File: src/rtl/otter_alu_pkg.sv
// otter_alu_pkg: function codes, FSM state codes and op-class helpers shared by
// the sequential OTTER ALU and its divider.
package otter_alu_pkg;

  typedef enum logic [4:0] {
    ALU_ADD    = 5'b0_0000,
    ALU_SLL    = 5'b0_0001,
    ALU_SLT    = 5'b0_0010,
    ALU_SLTU   = 5'b0_0011,
    ALU_XOR    = 5'b0_0100,
    ALU_SRL    = 5'b0_0101,
    ALU_OR     = 5'b0_0110,
    ALU_AND    = 5'b0_0111,
    ALU_SUB    = 5'b0_1000,
    ALU_LUI    = 5'b0_1001,
    ALU_SRA    = 5'b0_1101,
    ALU_MUL    = 5'b1_0000,
    ALU_MULH   = 5'b1_0001,
    ALU_MULHSU = 5'b1_0010,
    ALU_MULHU  = 5'b1_0011,
    ALU_DIV    = 5'b1_0100,
    ALU_DIVU   = 5'b1_0101,
    ALU_REM    = 5'b1_0110,
    ALU_REMU   = 5'b1_0111
  } alu_fun_t;

  typedef logic [1:0] alu_state_t;
  localparam alu_state_t IDLE = 2'd0;
  localparam alu_state_t MUL  = 2'd1;
  localparam alu_state_t DIV  = 2'd2;
  localparam alu_state_t FIX  = 2'd3;

  function automatic logic is_mul(input logic [4:0] fun);
    return fun[4:2] == 3'b100;
  endfunction

  function automatic logic is_div(input logic [4:0] fun);
    return fun[4:2] == 3'b101;
  endfunction

endpackage

File: src/rtl/otter_alu_divider.sv
// otter_alu_divider: unsigned restoring divider, one quotient bit per cycle.
// Pulse start with the operands; done pulses once quotient/remainder are final.
module otter_alu_divider #(
  parameter int WIDTH = 32
) (
  input  logic             clk,
  input  logic             rst_n,
  input  logic             start,
  input  logic [WIDTH-1:0] dividend,
  input  logic [WIDTH-1:0] divisor,
  output logic             done,
  output logic [WIDTH-1:0] quotient,
  output logic [WIDTH-1:0] remainder
);
  localparam int SHW = $clog2(WIDTH);
  localparam logic [SHW:0] CNT_INIT = (SHW+1)'(WIDTH);
  localparam logic [SHW:0] CNT_LAST = (SHW+1)'(1);

  logic [SHW:0]     cnt_q, cnt_d;
  logic [WIDTH-1:0] quo_q, quo_d;
  logic [WIDTH-1:0] rem_q, rem_d;
  logic [WIDTH-1:0] dvsr_q, dvsr_d;
  logic             done_q, done_d;
  logic [WIDTH:0]   trial, diff;

  // The dividend shifts out of quo_q from the top while quotient bits enter at the bottom.
  always_comb begin
    cnt_d  = cnt_q;
    quo_d  = quo_q;
    rem_d  = rem_q;
    dvsr_d = dvsr_q;
    done_d = 1'b0;
    trial  = {rem_q, quo_q[WIDTH-1]};
    diff   = trial - {1'b0, dvsr_q};
    if (start) begin
      quo_d  = dividend;
      rem_d  = '0;
      dvsr_d = divisor;
      cnt_d  = CNT_INIT;
    end else if (cnt_q != '0) begin
      if (!diff[WIDTH]) begin
        rem_d = diff[WIDTH-1:0];
        quo_d = {quo_q[WIDTH-2:0], 1'b1};
      end else begin
        rem_d = trial[WIDTH-1:0];
        quo_d = {quo_q[WIDTH-2:0], 1'b0};
      end
      cnt_d  = cnt_q - CNT_LAST;
      done_d = (cnt_q == CNT_LAST);
    end
  end

  always_ff @(posedge clk or negedge rst_n) begin
    if (!rst_n) begin
      cnt_q  <= '0;
      quo_q  <= '0;
      rem_q  <= '0;
      dvsr_q <= '0;
      done_q <= 1'b0;
    end else begin
      cnt_q  <= cnt_d;
      quo_q  <= quo_d;
      rem_q  <= rem_d;
      dvsr_q <= dvsr_d;
      done_q <= done_d;
    end
  end

  assign done      = done_q;
  assign quotient  = quo_q;
  assign remainder = rem_q;

endmodule

File: src/rtl/otter_alu_seq.sv
// otter_alu_seq: handshaked OTTER ALU with iterative RV32M multiply and divide.
// Define OTTER_ALU_DIV_EN to build the divider; otherwise DIV/REM codes return 0.
module otter_alu_seq
  import otter_alu_pkg::*;
#(
  parameter int WIDTH = 32
) (
  input  logic             CLK,
  input  logic             RST_N,
  input  logic             IN_VALID,
  output logic             IN_READY,
  input  logic [4:0]       ALU_FUN,
  input  logic [WIDTH-1:0] ALU_SRC_A,
  input  logic [WIDTH-1:0] ALU_SRC_B,
  output logic             OUT_VALID,
  input  logic             OUT_READY,
  output logic [WIDTH-1:0] ALU_OUT,
  output logic             BUSY
);
  localparam int SHW = $clog2(WIDTH);
  localparam logic [SHW:0] CNT_INIT = (SHW+1)'(WIDTH);
  localparam logic [SHW:0] CNT_LAST = (SHW+1)'(1);

  alu_state_t         state_q, state_d;
  logic [SHW:0]       cnt_q, cnt_d;
  logic [1:0]         op_q, op_d;
  logic               neg_q, neg_d;
  logic [2*WIDTH-1:0] prod_q, prod_d;
  logic [WIDTH-1:0]   mcand_q, mcand_d;
  logic               out_valid_q, out_valid_d;
  logic [WIDTH-1:0]   alu_out_q, alu_out_d;

  logic               accept, finish;
  logic               a_sgn, b_sgn, a_neg, b_neg;
  logic [WIDTH-1:0]   a_mag, b_mag, base_res, result;
  logic [SHW-1:0]     shamt;
  logic [WIDTH:0]     sum;
  logic [2*WIDTH-1:0] prod_nx, prod_fix;

`ifdef OTTER_ALU_DIV_EN
  localparam logic [WIDTH-1:0] MIN_NEG = {1'b1, {(WIDTH-1){1'b0}}};
  logic               rneg_q, rneg_d, div_start, div_done;
  logic [WIDTH-1:0]   div_quo, div_rem;

  otter_alu_divider #(.WIDTH(WIDTH)) u_div (
    .clk       (CLK),
    .rst_n     (RST_N),
    .start     (div_start),
    .dividend  (a_mag),
    .divisor   (b_mag),
    .done      (div_done),
    .quotient  (div_quo),
    .remainder (div_rem)
  );
`endif

  assign IN_READY  = RST_N && (state_q == IDLE) && (!out_valid_q || OUT_READY);
  assign accept    = IN_VALID && IN_READY;
  assign OUT_VALID = out_valid_q;
  assign ALU_OUT   = alu_out_q;
  assign BUSY      = (state_q != IDLE);
  assign shamt     = ALU_SRC_B[SHW-1:0];

  always_comb begin
    base_res = '0;
    case (ALU_FUN)
      ALU_ADD:  base_res = ALU_SRC_A + ALU_SRC_B;
      ALU_SUB:  base_res = ALU_SRC_A - ALU_SRC_B;
      ALU_OR:   base_res = ALU_SRC_A | ALU_SRC_B;
      ALU_AND:  base_res = ALU_SRC_A & ALU_SRC_B;
      ALU_XOR:  base_res = ALU_SRC_A ^ ALU_SRC_B;
      ALU_SLL:  base_res = ALU_SRC_A << shamt;
      ALU_SRL:  base_res = ALU_SRC_A >> shamt;
      ALU_SRA:  base_res = $unsigned($signed(ALU_SRC_A) >>> shamt);
      ALU_SLT:  base_res = {{(WIDTH-1){1'b0}}, ($signed(ALU_SRC_A) < $signed(ALU_SRC_B))};
      ALU_SLTU: base_res = {{(WIDTH-1){1'b0}}, (ALU_SRC_A < ALU_SRC_B)};
      ALU_LUI:  base_res = ALU_SRC_A;
      default:  base_res = '0;
    endcase
  end

  // Iterative units work on magnitudes; the sign is restored when the result is written.
  always_comb begin
    a_sgn = 1'b0;
    b_sgn = 1'b0;
    if (is_mul(ALU_FUN)) begin
      a_sgn = (ALU_FUN[1:0] != 2'b11);
      b_sgn = !ALU_FUN[1];
    end else if (is_div(ALU_FUN)) begin
      a_sgn = !ALU_FUN[0];
      b_sgn = !ALU_FUN[0];
    end
    a_neg = a_sgn && ALU_SRC_A[WIDTH-1];
    b_neg = b_sgn && ALU_SRC_B[WIDTH-1];
    a_mag = a_neg ? -ALU_SRC_A : ALU_SRC_A;
    b_mag = b_neg ? -ALU_SRC_B : ALU_SRC_B;
  end

  always_comb begin
    state_d     = state_q;
    cnt_d       = cnt_q;
    op_d        = op_q;
    neg_d       = neg_q;
    prod_d      = prod_q;
    mcand_d     = mcand_q;
    out_valid_d = out_valid_q && !OUT_READY;
    alu_out_d   = alu_out_q;
    finish      = 1'b0;
    result      = '0;
    // prod_q holds {partial sum, remaining multiplier bits}; one shift-add per cycle.
    sum         = {1'b0, prod_q[2*WIDTH-1:WIDTH]} + (prod_q[0] ? {1'b0, mcand_q} : '0);
    prod_nx     = {sum, prod_q[WIDTH-1:1]};
    prod_fix    = neg_q ? -prod_nx : prod_nx;
`ifdef OTTER_ALU_DIV_EN
    rneg_d      = rneg_q;
    div_start   = 1'b0;
`endif
    case (state_q)
      IDLE: begin
        if (accept) begin
          op_d = ALU_FUN[1:0];
          if (is_mul(ALU_FUN)) begin
            state_d = MUL;
            cnt_d   = CNT_INIT;
            prod_d  = {{WIDTH{1'b0}}, b_mag};
            mcand_d = a_mag;
            neg_d   = a_neg ^ b_neg;
          end
`ifdef OTTER_ALU_DIV_EN
          else if (is_div(ALU_FUN)) begin
            if (ALU_SRC_B == '0) begin
              finish = 1'b1;
              result = ALU_FUN[1] ? ALU_SRC_A : '1;
            end else if (!ALU_FUN[0] && ALU_SRC_A == MIN_NEG && ALU_SRC_B == '1) begin
              finish = 1'b1;
              result = ALU_FUN[1] ? '0 : ALU_SRC_A;
            end else begin
              state_d   = DIV;
              cnt_d     = CNT_INIT;
              neg_d     = a_neg ^ b_neg;
              rneg_d    = a_neg;
              div_start = 1'b1;
            end
          end
`endif
          else begin
            finish = 1'b1;
            result = base_res;
          end
        end
      end
      MUL: begin
        prod_d = prod_nx;
        cnt_d  = cnt_q - CNT_LAST;
        if (cnt_q == CNT_LAST) begin
          state_d = IDLE;
          finish  = 1'b1;
          result  = (op_q == 2'b00) ? prod_fix[WIDTH-1:0] : prod_fix[2*WIDTH-1:WIDTH];
        end
      end
`ifdef OTTER_ALU_DIV_EN
      DIV: begin
        cnt_d = cnt_q - CNT_LAST;
        if (cnt_q == CNT_LAST) state_d = FIX;
      end
      FIX: begin
        if (div_done) begin
          state_d = IDLE;
          finish  = 1'b1;
          result  = op_q[1] ? (rneg_q ? -div_rem : div_rem)
                            : (neg_q ? -div_quo : div_quo);
        end
      end
`endif
      default: state_d = IDLE;
    endcase
    if (finish) begin
      out_valid_d = 1'b1;
      alu_out_d   = result;
    end
  end

  always_ff @(posedge CLK or negedge RST_N) begin
    if (!RST_N) begin
      state_q     <= IDLE;
      cnt_q       <= '0;
      op_q        <= '0;
      neg_q       <= 1'b0;
      prod_q      <= '0;
      mcand_q     <= '0;
      out_valid_q <= 1'b0;
      alu_out_q   <= '0;
`ifdef OTTER_ALU_DIV_EN
      rneg_q      <= 1'b0;
`endif
    end else begin
      state_q     <= state_d;
      cnt_q       <= cnt_d;
      op_q        <= op_d;
      neg_q       <= neg_d;
      prod_q      <= prod_d;
      mcand_q     <= mcand_d;
      out_valid_q <= out_valid_d;
      alu_out_q   <= alu_out_d;
`ifdef OTTER_ALU_DIV_EN
      rneg_q      <= rneg_d;
`endif
    end
  end

endmodule
File: config.mk
export PLATFORM = sky130hd
export DESIGN_NAME = otter_alu_seq
export DESIGN_NICKNAME = d
export VERILOG_FILES = /design/src/rtl/otter_alu_pkg.sv /design/src/rtl/otter_alu_divider.sv /design/src/rtl/otter_alu_seq.sv
export SDC_FILE = /design/constraint.sdc
export NUM_CORES = 1
export LEC_CHECK = 0
export ABC_AREA = 1
export CORE_MARGIN = 4
export CORE_UTILIZATION = 37
export DETAILED_ROUTE_END_ITERATION = 7
export PLACE_DENSITY_LB_ADDON = 0.2
export SLEW_MARGIN = 10
export SYNTH_ARGS = -nofsm -noshare
export SYNTH_HDL_FRONTEND = slang
export SYNTH_SLANG_ARGS = --single-unit
File: constraint.sdc
create_clock -name CLK -period 9.2 [get_ports CLK]
set_input_delay 1.84 -clock CLK [delete_from_list [all_inputs] [get_ports CLK]]
set_output_delay 1.84 -clock CLK [all_outputs]
set_load 0.01 [all_outputs]
==> metrics.yaml <==
antenna_left: 0
clkSlewWorstSetupHoldPaths_ps: 70
fin_util: 0.419
boundaryPins: 108
start_util: 0.375
hold_path_class: "reg2reg"
drt-total-wl_mm: 117
synthMuxAreaShare: 0.00435
via_per_inst: 5.89
tightest_slew_ps: 1160
clock_latency_ps: 480
min_period_over_period: 0.626
min_to: "mcand_q[8]$_DFFE_PN0P_"
post_cts_buffers: 0
io_buffers: 107
synth_edf_count: 0
grt_pass1_wl_mm: 167
ys_seq_area_frac: 0.168
crit_arrival_ps: 6080
core_sq_mm: 0.0553
synth_ff_type: "dfrtp_1"
drt-initial-drc-count: 3101
grt_pass1_vias: 24300
path_class: "in2reg"
synth_common_cells: "1087 x nand2_1, 412 x inv_1, 345 x o21ai_0"
synth_cells: 3638
syn_avg_cell_area_sq_um: 5.69
min_from: "mcand_q[8]$_DFFE_PN0P_"
grt-ovfl-total: 0
fillers: 6300
r2r-end: "ALU_OUT[28]$_DFFE_PN0P_"
area_growth_syn_to_layout_pct: 11.8
hold_path_depth: 2
crit_path_max_incr_delay_ps: 740
hold_viol: 0
yosys_warnings: 0
slew_headroom: 0.223
critPathTopFamily: "buffers and inverters"
route.detailed.drc: 0
synth_cell_types: 66
cts-htree-levels: 4
crit_required_ps: 9520
placementRows: 86
gp_congestion: 1.14
finalSetupTns_ps: 0
synth.area.top_cells: "nand2_1 20%, dfrtp_1 17%, o21ai_0 8.3%"
die_y_microns: 245
synthAdderAreaFrac: 0.0838
clock_skew_ps: 20.6
power_density_mw_per_mm2: 204
synth.top_cell.area_share: 0.197
yosysTopAreaCell: "nand2_1"
drive_above_1_share: 0.0562
dp_hpwl_mm: 94.6
first_pass_iters: 6
dr_total_vias: 26100
grtUsageTotal: 0.377
ctsHoldBuffers: 0
fin_ws_ps: 3440
worst_setup_path_start_kind: "primary input"
ir_drop_uv: 131
postCtsResizedCells: 0
root_buffer: "clkbuf_16"
rsz0062_at_grt: "false"
cts_max_path_buffers: 2
crit_slowest_cell: "o21ai_0"
rr_startpoint: "prod_q[0]$_DFFE_PN0P_"
numClockSinks: 139
synth-simple-area-share: 0.391
synth_seq_cells: 139
grt_max_degree: 70
syn-cell-area_sq_mm: 0.0207
synthesis.nets: 3848
cp-end-kind: "register"
synth-compound-area-share: 0.226
status: "complete, no violations"
leakagePower_uw: 0.0115
setup_viol: 0
rrSetupSlack_ps: 5300
antenna_found_initial: 6
fin_crit_ps: 5760
die_x_microns: 245
die-area_sq_mm: 0.0598
path_cells: "buf_2 -> buf_4 -> clkinv_1 -> ha_1 -> nand3_1 -> nand2_1 -> nand2_1 -> nand2_1 -> a21oi_1 -> o21ai_0 -> a21oi_1 -> or2_2 -> nand3_1 -> nand3_1 -> nand2_1 -> nand3_1"
synthXorXnorAreaFrac: 0.0190
fin_nets: 3882
drv_slew: 0
path_buf_inv: 3
wl_per_cell_microns: 26.4
synth_top_family_by_area: "simple AND/OR/NAND/NOR gates"
max_freq_mhz: 174
cts_tree: "done"
critPathMaxFanout: 56
worstRegToRegCells: 21
async_flop_share: 1.00
cap_violations: 0
cts_buffers: 17
pre_cts_ws_ps: 3220
synthMostInstantiatedCell: "nand2_1"
worst reg2reg max path: cells and delay by family (launching register included):
family        cells  cell delay [ps]
simple gates     17             2420
fa+ha+maj         2              680
flops             1              360
buf+inv           2              320
layout by cell type (no fill, tap or decap), types with 16 or more instances in the layout:
master	Yosys	layout
inv_1	412	411
clkbuf_16	0	17
nor2_1	339	334
o21ai_1	25	25
o211ai_1	29	29
a21oi_1	229	228
ha_1	134	134
o221ai_1	37	37
buf_4	1	52
nor2_2	19	23
o22ai_1	28	28
a22oi_1	16	16
nand4_1	37	37
nor3_1	59	59
clkdlybuf4s50_1	0	103
dfrtp_1	139	138
o21ai_0	345	345
xor2_1	44	44
nand2_1	1087	1087
nand2_2	23	23
inv_2	21	22
nand3_1	277	276
a31oi_1	16	16
final cells by class:
type | count | area [sq um] | share of cell area
Antenna cell | 1 | 2.50 | 0.000108
Clock buffer | 17 | 425 | 0.0184
Clock inverter | 15 | 191 | 0.00826
Inverter | 439 | 1650 | 0.0711
Multi-Input combinational cell | 2916 | 15000 | 0.649
Sequential cell | 139 | 3480 | 0.150
Tap cell | 748 | 936 | 0.0404
Timing Repair Buffer | 159 | 1450 | 0.0625
flip-flops by register name, summed over array words and instances (netlist names):
name       count
prod_q        64
ALU_OUT       32
mcand_q       32
cnt_q          6
op_q           2
OUT_VALID      1
neg_q          1
state_q        1
power by group:
part           switching, uW  internal, uW
clock                    353           416
combinational           1990           906
sequential               220           851
worst max-delay path by stage:
stage               slack, ps                 endpoint  cells after the start          from
floorplan                4780  ALU_OUT[18]$_DFFE_PN0P_                     17  ALU_SRC_B[2]
global route             3390  ALU_OUT[18]$_DFFE_PN0P_                     16  ALU_SRC_B[2]
finish                   3440  ALU_OUT[18]$_DFFE_PN0P_                     16  ALU_SRC_B[2]
CTS                      3700  ALU_OUT[18]$_DFFE_PN0P_                     16  ALU_SRC_B[2]
detailed placement       3220  ALU_OUT[18]$_DFFE_PN0P_                     16  ALU_SRC_B[2]
global placement         3170  ALU_OUT[18]$_DFFE_PN0P_                     16  ALU_SRC_B[2]
cells by family (layout without fill, tap and decap cells):
logic type,Yosys count,count (layout)
buf+inv,583,630
xor+xnor,45,45
compound gates,816,816
simple gates,1909,1909
fa+ha+maj,137,137
flops,139,139
other cells,0,1
mux,9,9
metal layers:
layer  up-vias  wire, microns  global-route usage
met1     12300          48200               0.497
li1      12100              -                   -
met3       298          10200              0.0639
met4         4           8160               0.221
met5         -             21                   0
met2      1450          50500               0.582
stage by stage:
stage                     cells  hold WS, ps  total power [uW]  instance area, sq um
after floorplan            3638          449              2870                 20700
after global placement     4401          467              3900                 22500
after detailed placement   4401          474              3900                 22500
after CTS                  4433          491              4680                 23200
after global routing       4433          510              5060                 23200
final                      4434          484              4730                 23200
Power figures use the tool's default switching activity.
